### src/rtl/match_pkg.sv
// Shared match-level types and constants for the pong sequencer.
// Screen geometry mirrors the vga/sprite definitions used by game_logic.
package match_pkg;

  typedef enum logic [2:0] {
    IDLE  = 3'd0,
    SERVE = 3'd1,
    PLAY  = 3'd2,
    PAUSE = 3'd3,
    POINT = 3'd4,
    OVER  = 3'd5
  } match_state_t;

  localparam int unsigned WIN_SCORE_DEF    = 9;
  localparam int unsigned SERVE_FRAMES_DEF = 90;
  localparam int unsigned SCORE_W_DEF      = 4;

  localparam int unsigned X_POS_W       = 10;
  localparam int unsigned SCREEN_H_RES  = 640;
  localparam int unsigned SCREEN_BORDER = 8;

endpackage

### src/rtl/key_edge.sv
// Registers a debounced key level once and emits a 1-cycle pulse on its rising edge.
module key_edge (
  input  logic clk_i,
  input  logic rst_ni,
  input  logic key_i,
  output logic press_c_o
);

  logic key_q;

  always_ff @(posedge clk_i or negedge rst_ni) begin
    if (!rst_ni) key_q <= 1'b0;
    else         key_q <= key_i;
  end

  assign press_c_o = key_i & ~key_q;

endmodule

### src/rtl/match_controller.sv
// Match-level sequencer for pong: serve timing, exit detection, scoring and
// run/respawn gating of game_logic.
module match_controller
  import match_pkg::*;
#(
  parameter int unsigned WIN_SCORE    = WIN_SCORE_DEF,
  parameter int unsigned SERVE_FRAMES = SERVE_FRAMES_DEF,
  parameter int unsigned SCORE_W      = SCORE_W_DEF
) (
  input  logic               clk_i,
  input  logic               rst_ni,
  input  logic               new_frame_i,
  input  logic               start_key_i,
  input  logic               pause_key_i,
  input  logic [X_POS_W-1:0] ball_x_i,
  output logic               run_o,
  output logic               ball_reset_o,
  output logic               serve_dir_o,
  output logic [SCORE_W-1:0] player_score_o,
  output logic [SCORE_W-1:0] enemy_score_o,
  output logic               game_over_o,
  output logic               winner_o,
  output logic [2:0]         state_o
);

  localparam int unsigned CNT_W = (SERVE_FRAMES > 1) ? $clog2(SERVE_FRAMES) : 1;
  localparam logic [CNT_W-1:0]   SERVE_LOAD = CNT_W'(SERVE_FRAMES - 1);
  localparam logic [SCORE_W-1:0] WIN_VAL    = SCORE_W'(WIN_SCORE);

  logic start_press, pause_press;

  match_state_t       state_q, state_d;
  logic [CNT_W-1:0]   cnt_q, cnt_d;
  logic [SCORE_W-1:0] pscore_q, pscore_d, escore_q, escore_d;
  logic [SCORE_W-1:0] pscore_inc, escore_inc;
  logic               dir_q, dir_d;
  logic               scorer_q, scorer_d;
  logic               winner_q, winner_d;
  logic               run_q, run_d;
  logic               brst_q, brst_d;
  logic               over_q, over_d;
  logic               exit_right, exit_left;

  key_edge u_start_edge (
    .clk_i    (clk_i),
    .rst_ni   (rst_ni),
    .key_i    (start_key_i),
    .press_c_o(start_press)
  );

  key_edge u_pause_edge (
    .clk_i    (clk_i),
    .rst_ni   (rst_ni),
    .key_i    (pause_key_i),
    .press_c_o(pause_press)
  );

  assign exit_right = ball_x_i > X_POS_W'(SCREEN_H_RES);
  assign exit_left  = ball_x_i < X_POS_W'(SCREEN_BORDER);

  // Saturating increments; only one of them is committed in POINT.
  assign pscore_inc = (pscore_q >= WIN_VAL) ? pscore_q : pscore_q + SCORE_W'(1);
  assign escore_inc = (escore_q >= WIN_VAL) ? escore_q : escore_q + SCORE_W'(1);

  // State and datapath registers; Moore outputs track the next state.
  always_ff @(posedge clk_i or negedge rst_ni) begin
    if (!rst_ni) begin
      state_q  <= IDLE;
      cnt_q    <= '0;
      pscore_q <= '0;
      escore_q <= '0;
      dir_q    <= 1'b0;
      scorer_q <= 1'b0;
      winner_q <= 1'b0;
      run_q    <= 1'b0;
      brst_q   <= 1'b1;
      over_q   <= 1'b0;
    end else begin
      state_q  <= state_d;
      cnt_q    <= cnt_d;
      pscore_q <= pscore_d;
      escore_q <= escore_d;
      dir_q    <= dir_d;
      scorer_q <= scorer_d;
      winner_q <= winner_d;
      run_q    <= run_d;
      brst_q   <= brst_d;
      over_q   <= over_d;
    end
  end

  // Next-state and score/serve bookkeeping.
  always_comb begin
    state_d  = state_q;
    cnt_d    = cnt_q;
    pscore_d = pscore_q;
    escore_d = escore_q;
    dir_d    = dir_q;
    scorer_d = scorer_q;
    winner_d = winner_q;
    case (state_q)
      IDLE: begin
        if (start_press) begin
          state_d = SERVE;
          cnt_d   = SERVE_LOAD;
        end
      end
      SERVE: begin
        if (new_frame_i) begin
          if (cnt_q == '0) state_d = PLAY;
          else             cnt_d   = cnt_q - CNT_W'(1);
        end
      end
      PLAY: begin
        // A frame-aligned exit wins over a pause press in the same cycle.
        if (new_frame_i && exit_right) begin
          state_d  = POINT;
          scorer_d = 1'b1;
        end else if (new_frame_i && exit_left) begin
          state_d  = POINT;
          scorer_d = 1'b0;
        end else if (pause_press) begin
          state_d = PAUSE;
        end
      end
      PAUSE: begin
        if (pause_press) state_d = PLAY;
      end
      POINT: begin
        // Serve goes towards whoever conceded the point.
        if (scorer_q) begin
          escore_d = escore_inc;
          dir_d    = 1'b1;
          if (escore_inc == WIN_VAL) begin
            state_d  = OVER;
            winner_d = 1'b1;
          end else begin
            state_d = SERVE;
            cnt_d   = SERVE_LOAD;
          end
        end else begin
          pscore_d = pscore_inc;
          dir_d    = 1'b0;
          if (pscore_inc == WIN_VAL) begin
            state_d  = OVER;
            winner_d = 1'b0;
          end else begin
            state_d = SERVE;
            cnt_d   = SERVE_LOAD;
          end
        end
      end
      OVER: begin
        if (start_press) begin
          state_d  = SERVE;
          cnt_d    = SERVE_LOAD;
          pscore_d = '0;
          escore_d = '0;
          dir_d    = 1'b0;
          winner_d = 1'b0;
        end
      end
      default: state_d = IDLE;
    endcase
  end

  // Output decode from the upcoming state.
  always_comb begin
    run_d  = 1'b0;
    brst_d = 1'b1;
    over_d = 1'b0;
    case (state_d)
      PLAY: begin
        run_d  = 1'b1;
        brst_d = 1'b0;
      end
      PAUSE:   brst_d = 1'b0;
      OVER:    over_d = 1'b1;
      default: ;
    endcase
  end

  assign run_o          = run_q;
  assign ball_reset_o   = brst_q;
  assign serve_dir_o    = dir_q;
  assign player_score_o = pscore_q;
  assign enemy_score_o  = escore_q;
  assign game_over_o    = over_q;
  assign winner_o       = winner_q;
  assign state_o        = state_q;

endmodule

### config.mk
export PLATFORM = sky130hd
export DESIGN_NAME = match_controller
export DESIGN_NICKNAME = d
export VERILOG_FILES = /design/src/rtl/match_pkg.sv /design/src/rtl/key_edge.sv /design/src/rtl/match_controller.sv
export SDC_FILE = /design/constraint.sdc
export NUM_CORES = 1
export LEC_CHECK = 0
export ABC_AREA = 0
export CORE_ASPECT_RATIO = 1.2
export CORE_UTILIZATION = 46
export DETAILED_ROUTE_END_ITERATION = 8
export GPL_TIMING_DRIVEN = 0
export PLACE_DENSITY = 0.75
export SLEW_MARGIN = 30
export SYNTH_ARGS = -nofsm -noshare
export SYNTH_HDL_FRONTEND = slang
export SYNTH_SLANG_ARGS = --single-unit
### constraint.sdc
create_clock -name clk_i -period 2 [get_ports clk_i]
set_input_delay 0.2 -clock clk_i [delete_from_list [all_inputs] [get_ports clk_i]]
set_output_delay 0.2 -clock clk_i [all_outputs]
set_load 0.005 [all_outputs]
==> flow_summary.json <==
{
  "outcome": "finished, violations left",
  "violations": "negative setup slack",
  "cp_max_fo": 4,
  "ys_top_cells_by_area": "dfrtp_1 (39%), ha_1 (5.5%), nand2b_1 (3.5%), nor2_1 (3.5%), o21ai_0 (3.1%)",
  "hpwl_um": 2627,
  "dieArea_um2": 3731,
  "dpl_cell_area_um2": 1947,
  "timing.final.ws_setup_ps": -107.3,
  "finalCriticalPeriod_ps": 2107,
  "clockRootBuffer": "clkbuf_8",
  "core_um2": 3338,
  "syn_to_final_growth_pct": 35.78,
  "io_pins": 31,
  "drtIter0Drc": 58,
  "fmax_mhz": 474.5,
  "stdcell_area_um2": 2180,
  "synth.avg_cell_area_um2": 9.333,
  "fp.dieH_um": 66.71,
  "min-delay-path-class": "primary input to register",
  "clk_latency_ps": 270,
  "crit_type": "register to register",
  "synth-edff-count": 0,
  "arrival_ps": 2270,
  "period_share_pct": 105.4,
  "synth.distinct_cells": 51,
  "wl_um": 3839,
  "post-place-ws_ps": -292.3,
  "gp_congestion": 0.8624,
  "hold_viol_final": 0,
  "grt_setup_unrepaired": "true",
  "power_density_nw_per_um2": 1064,
  "initial_core_util_pct": 48.09,
  "clkTransAtPathRegs_ps": 90,
  "grt_usage_pct": 21.88,
  "vias": 1494,
  "grt_remaining_overflow": 0,
  "grt_max_degree": 27,
  "ys_seq_elements": 26,
  "cts_sinks": 26,
  "instances_no_fill": 259,
  "drtAntennaViolNets": 0,
  "vdd_ir_drop_max_mv": 0.6935,
  "synth_top_area_share_pct": 38.97,
  "yosys_warnings": 0,
  "finClkSkew_ps": 3.483,
  "cts_max_path_buffers": 2,
  "routedWlPerCell_um": 14.82,
  "start_kind": "register",
  "netlist_area_um2": 1605,
  "port_buffers": 30,
  "finalMaxSlewViolations": 0,
  "yosysTopAreaCell": "dfrtp_1",
  "nets": 245,
  "die_x_um": 55.93,
  "dr.pass1.iters": 4,
  "vias_per_cell": 5.768,
  "drive_gt1_share_pct": 20.72,
  "grt_pass1_wl_um": 6334,
  "n_fill_cell": 275,
  "ys_seq_area_share_pct": 40.61,
  "power.total_uw": 2320,
  "synth_nets": 194,
  "antenna_found_initial": 0,
  "synth_cells": 172,
  "rows": 23,
  "drc": 0,
  "worst_pin_slew_ps": 584.1,
  "critical_path_required_ps": 2160,
  "grt_pass1_vias": 1489,
  "numCtsBuffers": 3,
  "relSlewSlack_pct": 61.06,
  "insertedDiodeCount": 0,
  "cts.htree.levels": 1,
  "end_kind": "register",
  "setup_viol": 7,
  "placedCellCount": 239,
  "cts_tree": "built",
  "whs_ps": 395.5,
  "power.leakage_uw": 0.0009400,
  "maxCapViolCount": 0,
  "ys_async_sr_fraction_pct": 100.0,
  "synth_ff_type": "dfrtp_1"
}
==> cell families (layout without fill, tap and decap cells) <==
kind of cell	after synthesis	in the layout	synth area share, %
mux	5	5	3.896
fa+ha+maj	7	7	5.456
buf+inv	17	67	4.053
compound gates	48	48	21.44
flops	26	26	40.61
simple gates	69	69	24.55
==> per-layer routing <==
metal	up-vias	GRT usage, %	wire length [um]	share of wire, %
li1	723	-	-	-
met1	719	24.29	1557	41
met2	43	42.47	2057	54
met3	9	1.942	129	3.4
met4	0	9.756	94	2.4
met5	-	0	0	0
==> sequential cells by signal, indices dropped and copies added, names as in the netlist <==
| name | count |
|---|---|
| scorer_q | 1 |
| cnt_q | 7 |
| serve_dir_o | 1 |
| winner_o | 1 |
| u_pause_edge.key_q | 1 |
| state_o | 3 |
| u_start_edge.key_q | 1 |
| run_o | 1 |
| enemy_score_o | 4 |
| ball_reset_o | 1 |
| game_over_o | 1 |
| player_score_o | 4 |
==> layout by cell type (no fill, tap or decap), types with 3 or more instances in the layout <==
cell / n
clkbuf_8: 4
nand2_1: 12
nor2_1: 15
clkbuf_1: 3
a21oi_1: 8
inv_1: 11
nand2b_1: 9
dfrtp_1: 23
ha_1: 4
nor3_1: 6
o21ai_0: 10
buf_4: 14
nand3_1: 4
nor2b_1: 5
clkdlybuf4s50_1: 29
a31oi_1: 5
==> power by group <==
part           internal [uW]  total, uW  switching, uW
registers                672        868            196
clock network            176        345            169
logic                    632       1110            476
==> critical path, stage by stage (launching register included) <==
cell	delay, ps
dfrtp_2	440
inv_2	90
ha_4	130
or3b_4	390
mux2i_2	220
nor3_2	100
nor3b_4	300
mux2_4	330
==> final cells by class <==
cell class | instances | area [um^2] | share of cell area, %
plain buffers | 4 | 16.27 | 0.7463
multi-input cells | 129 | 937.1 | 43.00
well taps | 37 | 46.29 | 2.124
flip-flops and latches | 26 | 654.4 | 30.02
clock buffers | 4 | 55.05 | 2.526
inverters | 13 | 48.80 | 2.239
repair buffers | 46 | 421.7 | 19.35
==> Yosys cell counts, drive strengths merged (2+ instances only) <==
cell    count
o21ai      10
o22ai       2
o21a        2
o22a        2
nor3        7
and3        2
or3b        2
o41ai       2
nor4        3
a31oi       5
nand3       4
nor3b       4
nand2b     10
a22o        2
inv        13
a21o        2
nor2b       5
dfrtp      25
nand2      12
a41oi       2
mux2        4
clkbuf      3
ha          7
nor2       15
or3         3
a21oi       8
==> final timing paths <==
kind | cells after the start | startpoint | endpoint | slack, ps
worst max register to register | 7 | player_score_o[0] | cnt_q[1] | -110
min in group asynchronous | 2 | rst_ni | player_score_o[3] | 440
worst max-delay path | 7 | player_score_o[0] | cnt_q[1] | -110
worst min-delay path | 1 | pause_key_i | u_pause_edge.key_q | 400
max in group asynchronous | 2 | rst_ni | enemy_score_o[0] | 1130
worst min register to register | 2 | serve_dir_o | serve_dir_o | 490
==> through the flow <==
| stage | TNS, ps | util (%) |
|---|---|---|
| 2_1_floorplan | -85.13 | - |
| 3_5_place_dp | -893.9 | 58.32 |
| 5_1_grt | -1014 | 65.29 |
| 4_1_cts | -289.7 | 65.14 |
| 3_3_place_gp | -722.9 | 58.47 |
| 6_report | -421.0 | 65.29 |
==> timing repair <==
item,4_1_cts,5_1_grt
hold buffers,1,0
hold endpoints to repair,25,0
pin swaps,5,1
resized for setup,13,1
setup buffers,15,0
setup endpoints to repair,7,11
No activity file was read; power rests on OpenSTA's default activity.
